--- src/rtl/bit_index_scanner_pkg.sv ---
// -----------------------------------------------------------------------------
// bitscan_pkg
// Shared definitions for the bit index scanner slice.
//   DEFAULT_SIZE / DEFAULT_BID_W : default batch width and sequence-tag width
//   MAX_SIZE                     : widest batch the popcount helper accepts
//   bid_t                        : sequence tag type at the default tag width
//   onehot_or_zero()             : true when at most one bit of v is set
// -----------------------------------------------------------------------------
package bitscan_pkg;

    localparam int DEFAULT_SIZE  = 64;
    localparam int DEFAULT_BID_W = 4;
    localparam int MAX_SIZE      = 1024;

    typedef logic [DEFAULT_BID_W-1:0] bid_t;

    // Popcount <= 1: clearing the lowest set bit leaves nothing behind.
    function automatic logic onehot_or_zero(input logic [MAX_SIZE-1:0] v);
        logic [MAX_SIZE-1:0] one_s;
        one_s = {{(MAX_SIZE-1){1'b0}}, 1'b1};
        return ((v & (v - one_s)) == {MAX_SIZE{1'b0}});
    endfunction

endpackage

--- src/rtl/bit_index_scanner_encoder.sv ---
// -----------------------------------------------------------------------------
// bit_priority_encoder
// Purely combinational priority encoder over a SIZE-bit vector.
//   vec   : input bitmap
//   index : position of the lowest set bit (highest when BITSCAN_MSB_FIRST_EN
//           is defined); zero when vec is all zero
//   any   : at least one bit of vec is set
// Optional macro: BITSCAN_MSB_FIRST_EN selects highest-bit-first priority.
// -----------------------------------------------------------------------------
module bit_priority_encoder #(
    parameter int SIZE     = 64,
    parameter int LOG_SIZE = $clog2(SIZE)
) (
    input  logic [SIZE-1:0]     vec,
    output logic [LOG_SIZE-1:0] index,
    output logic                any
);

    // Priority scan: the bit visited last among the set bits wins, so the
    // loop direction decides which end of the vector has priority.
    always_comb begin
        index = {LOG_SIZE{1'b0}};
        any   = |vec;
`ifdef BITSCAN_MSB_FIRST_EN
        for (int i = 0; i < SIZE; i++) begin
            index = vec[i] ? i[LOG_SIZE-1:0] : index;
        end
`else
        for (int i = SIZE - 1; i >= 0; i--) begin
            index = vec[i] ? i[LOG_SIZE-1:0] : index;
        end
`endif
    end

endmodule

--- src/rtl/bit_index_scanner.sv ---
// -----------------------------------------------------------------------------
// bit_index_scanner
// Accepts a SIZE-bit batch over a valid/ready handshake, then emits the index
// of every set bit, one per cycle, over a second valid/ready handshake.
//   clk, rst_n   : clock, asynchronous active-low reset
//   flush        : synchronous discard of the held batch (tag unchanged)
//   batch_valid  : source offers batch_data
//   batch_data   : batch bitmap
//   batch_ready  : block can take a batch this cycle
//   idx_valid    : idx is valid
//   idx          : position of the current selected remaining set bit
//   idx_last     : idx is the final remaining set bit
//   idx_bid      : sequence tag of the batch idx belongs to
//   idx_ready    : consumer accepts idx
// Optional macro: BITSCAN_MSB_FIRST_EN emits indices highest first.
// -----------------------------------------------------------------------------
module bit_index_scanner
    import bitscan_pkg::*;
#(
    parameter  int SIZE     = DEFAULT_SIZE,
    parameter  int BID_W    = DEFAULT_BID_W,
    localparam int LOG_SIZE = $clog2(SIZE)
) (
    input  logic                clk,
    input  logic                rst_n,
    input  logic                flush,
    input  logic                batch_valid,
    input  logic [SIZE-1:0]     batch_data,
    output logic                batch_ready,
    output logic                idx_valid,
    output logic [LOG_SIZE-1:0] idx,
    output logic                idx_last,
    output logic [BID_W-1:0]    idx_bid,
    input  logic                idx_ready
);

    localparam logic [SIZE-1:0]  BIT_ONE = SIZE'(1'b1);
    localparam logic [BID_W-1:0] BID_ONE = BID_W'(1'b1);

    logic [SIZE-1:0]     rem_r;
    logic [BID_W-1:0]    bid_r;
    logic [LOG_SIZE-1:0] enc_idx_s;
    logic                enc_any_s;
    logic                accept_s;
    logic                load_s;

    bit_priority_encoder #(
        .SIZE     (SIZE),
        .LOG_SIZE (LOG_SIZE)
    ) u_enc (
        .vec   (rem_r),
        .index (enc_idx_s),
        .any   (enc_any_s)
    );

    // Handshake decode; a last-index accept reopens batch_ready in the same
    // cycle so consecutive batches stream without a bubble.
    always_comb begin
        idx_valid   = enc_any_s;
        idx         = enc_idx_s;
        idx_last    = enc_any_s && onehot_or_zero(MAX_SIZE'(rem_r));
        idx_bid     = enc_any_s ? (bid_r - BID_ONE) : {BID_W{1'b0}};
        accept_s    = idx_valid && idx_ready;
        batch_ready = !flush && (!enc_any_s || (accept_s && idx_last));
        load_s      = batch_valid && batch_ready;
    end

    // Remaining-bits and tag state: flush beats load, load beats accept.
    always_ff @(posedge clk or negedge rst_n) begin
        if (!rst_n) begin
            rem_r <= {SIZE{1'b0}};
            bid_r <= {BID_W{1'b0}};
        end else if (flush) begin
            rem_r <= {SIZE{1'b0}};
        end else if (load_s) begin
            rem_r <= batch_data;
            bid_r <= bid_r + BID_ONE;
        end else if (accept_s) begin
            rem_r <= rem_r & ~(BIT_ONE << enc_idx_s);
        end else begin
            rem_r <= rem_r;
        end
    end

endmodule

--- config.mk ---
export PLATFORM = sky130hd
export DESIGN_NAME = bit_index_scanner
export DESIGN_NICKNAME = d
export VERILOG_FILES = /design/src/rtl/bit_index_scanner_pkg.sv /design/src/rtl/bit_index_scanner_encoder.sv /design/src/rtl/bit_index_scanner.sv
export SDC_FILE = /design/constraint.sdc
export NUM_CORES = 1
export LEC_CHECK = 0
export BUFFER_PORTS_ARGS = -buffer_cell sky130_fd_sc_hd__buf_2
export CAP_MARGIN = 10
export CORE_ASPECT_RATIO = 1.75
export CORE_MARGIN = 2
export CORE_UTILIZATION = 40
export CTS_CLUSTER_SIZE = 25
export DETAILED_ROUTE_END_ITERATION = 10
export PLACE_DENSITY_LB_ADDON = 0.25
export SETUP_SLACK_MARGIN = 0.3
export SLEW_MARGIN = 20
export SYNTH_ARGS = -nofsm -noshare
export SYNTH_HDL_FRONTEND = slang
export SYNTH_HIERARCHICAL = 1
export SYNTH_SLANG_ARGS = --single-unit
--- constraint.sdc ---
create_clock -name clk -period 11.6 [get_ports clk]
set_input_delay 0.58 -clock clk [delete_from_list [all_inputs] [get_ports clk]]
set_output_delay 0.58 -clock clk [all_outputs]
set_load 0.1 [all_outputs]
==> metrics.yaml <==
detail_route.wirelength_mm: 29.6
pin_count: 82
hold_violations: 0
netlist.area_leader.share_pct: 24.3
cts_sinks: 68
drt-wirelength-per-cell_um: 26.4
coreArea_sq_um: 17300
crit_type: "register to output port"
fin_crit_ps: 5700
h-tree-depth: 3
clock.fmax_mhz: 175
cts.clk_slew.worst_paths_ps: 60
vias: 7916
grt_max_degree: 69
placed_cell_area_sq_um: 7480
finalInstanceArea_sq_um: 7820
async_flop_share_pct: 100
ant_nets: 0
synth_edf_count: 0
yosys.area.top_type: "dfrtp_1"
ys_seq_area_share_pct: 24.3
die_x_um: 104
post-route-period-util_pct: 49.1
drive_gt1_share_pct: 22.3
max_slew.worst_pin.slew_ps: 1100
globalRouteTotalUtil_pct: 31.6
dp_hpwl_mm: 20.5
grt_pass1_wl_mm: 45.2
placement_rows: 64
multiInputGateArea_sq_um: 4940
vias_per_cell: 7.07
start_util_pct: 40.5
synth_nets: 911
cts_buffers: 9
cts-hold-fix-buffers: 0
hold_path_class: "input pin to asynchronous set/reset pin"
critPathArrivalTime_ps: 5120
routabilityCongestion: 1.02
n_antenna_cell: 0
cts-root-buf: "clkbuf_16"
grt_overflow: 0
drc_errors: 0
postCtsSetupBuffers: 0
dp.cells: 1103
status: "finished clean"
startpoint_type: "register"
pre_cts_ws_ps: 6300
syn_avg_cell_area_sq_um: 8.33
antenna_found_initial: 0
syn_to_final_growth_pct: 11.7
rsz0062_at_grt: "false"
first_pass_iters: 8
dieArea_sq_um: 18600
yosys_warnings: 6
clock_skew_ps: 11.1
die_h_um: 179
crit_path_max_fanout: 11
yosys-top-cells-count: "nor3_1 (75), a21oi_1 (68), dfrtp_1 (68)"
tritoncts: "done"
cts_buffer_depth: 2
setup_violations: 0
insertion_delay_ps: 350
synth_area_leaders: "dfrtp_1 (24%), a211oi_2 (11%), a22o_1 (7.6%), o211a_1 (7.3%), nor3_1 (5.4%)"
grt_pass1_vias: 7375
ys_ff_latch: 68
synth.most_common_cell: "nor3_1"
worstPathRequired_ps: 11020
cp-end-kind: "output port"
post_cts_resized: 0
nFillCells: 1799
regArea_sq_um: 1700
synthCells: 840
finalWorstSetupSlack_ps: 5900
fin_cells: 1120
io_buffers: 81
syn_area_sq_um: 7000
drv_slew: 0
timing.setup.tns_ps: 0
drt-initial-drc-count: 870
synth_cell_types: 71
maxCapViolations: 0
yosys_most_used_dff: "dfrtp_1"
layout.nets: 955
relSlewSlack_pct: 26.0
## worst max-delay path: stages, from the launching register on
cell and delay [ps]:
dfrtp_1 470, or4_1 750, nor4_4 360, nand2_1 320, or3_1 500, o32a_1 310
or4_4 570, o41ai_2 850, nor2b_1 210, buf_2 430
## state kept, by name, summed over array words and instances (netlist names)
| name | cells |
|---|---|
| bid_r | 4 |
| rem_r | 64 |
## placed cells by master (no fill, tap or decap), types with 18 or more instances in the layout
cell / n
a21oi_1: 68
dfrtp_1: 68
inv_1: 18
a22o_1: 61
nor3_1: 75
buf_2: 80
nand3_1: 23
o21ai_0: 31
nor2_1: 50
a211oi_2: 60
nand2_1: 51
o211a_1: 51
nor4_1: 24
or3_1: 18
## through the flow
stage          utilization, %  hold slack (ps)
4_1_cts                  44.9              501
3_3_place_gp             43.3              489
2_1_floorplan               -              284
5_1_grt                  45.2              540
3_5_place_dp             43.3              489
6_report                 45.2              432
## worst paths after layout
check | from | endpoint | cells past startpoint | slack [ps]
max | rem_r[0] | batch_ready | 9 | 5900
min | rst_n | rem_r[12] | 2 | 430
max reg2reg | rem_r[0] | rem_r[25] | 10 | 6640
min reg2reg | bid_r[3] | bid_r[3] | 1 | 500
max in group asynchronous | rst_n | rem_r[50] | 2 | 10460
min in group clk | bid_r[3] | bid_r[3] | 1 | 500
## routing by layer
| layer | global-route usage (%) | up-vias | wire length [um] |
|---|---|---|---|
| li1 | - | 3469 | - |
| met1 | 36.6 | 3815 | 10800 |
| met4 | 21.6 | 0 | 2270 |
| met2 | 53.2 | 487 | 14300 |
| met5 | 0 | - | 0 |
| met3 | 5.31 | 145 | 2120 |
## cell families after synthesis
family | Yosys count | synth area share [%]
DFF | 68 | 24.3
muxes | 1 | 0.161
xor gates and xnor gates | 5 | 0.626
and+or+nand+nor | 325 | 26.0
AOI/OAI and AO/OA | 358 | 42.7
adders and majority gates | 4 | 0.661
buffers and inverters | 79 | 5.60
## final cells by class
cell class                      instances  area share [%]
Clock buffer                           10            2.93
Clock inverter                          6           0.817
Timing Repair Buffer                   94            6.72
Inverter                               18           0.865
Sequential cell                        68            21.8
Tap cell                              231            3.70
Multi-Input combinational cell        693            63.2
Power is not shown: default switching activity piles up to over one toggle a cycle in this logic, so the estimate is an artifact.
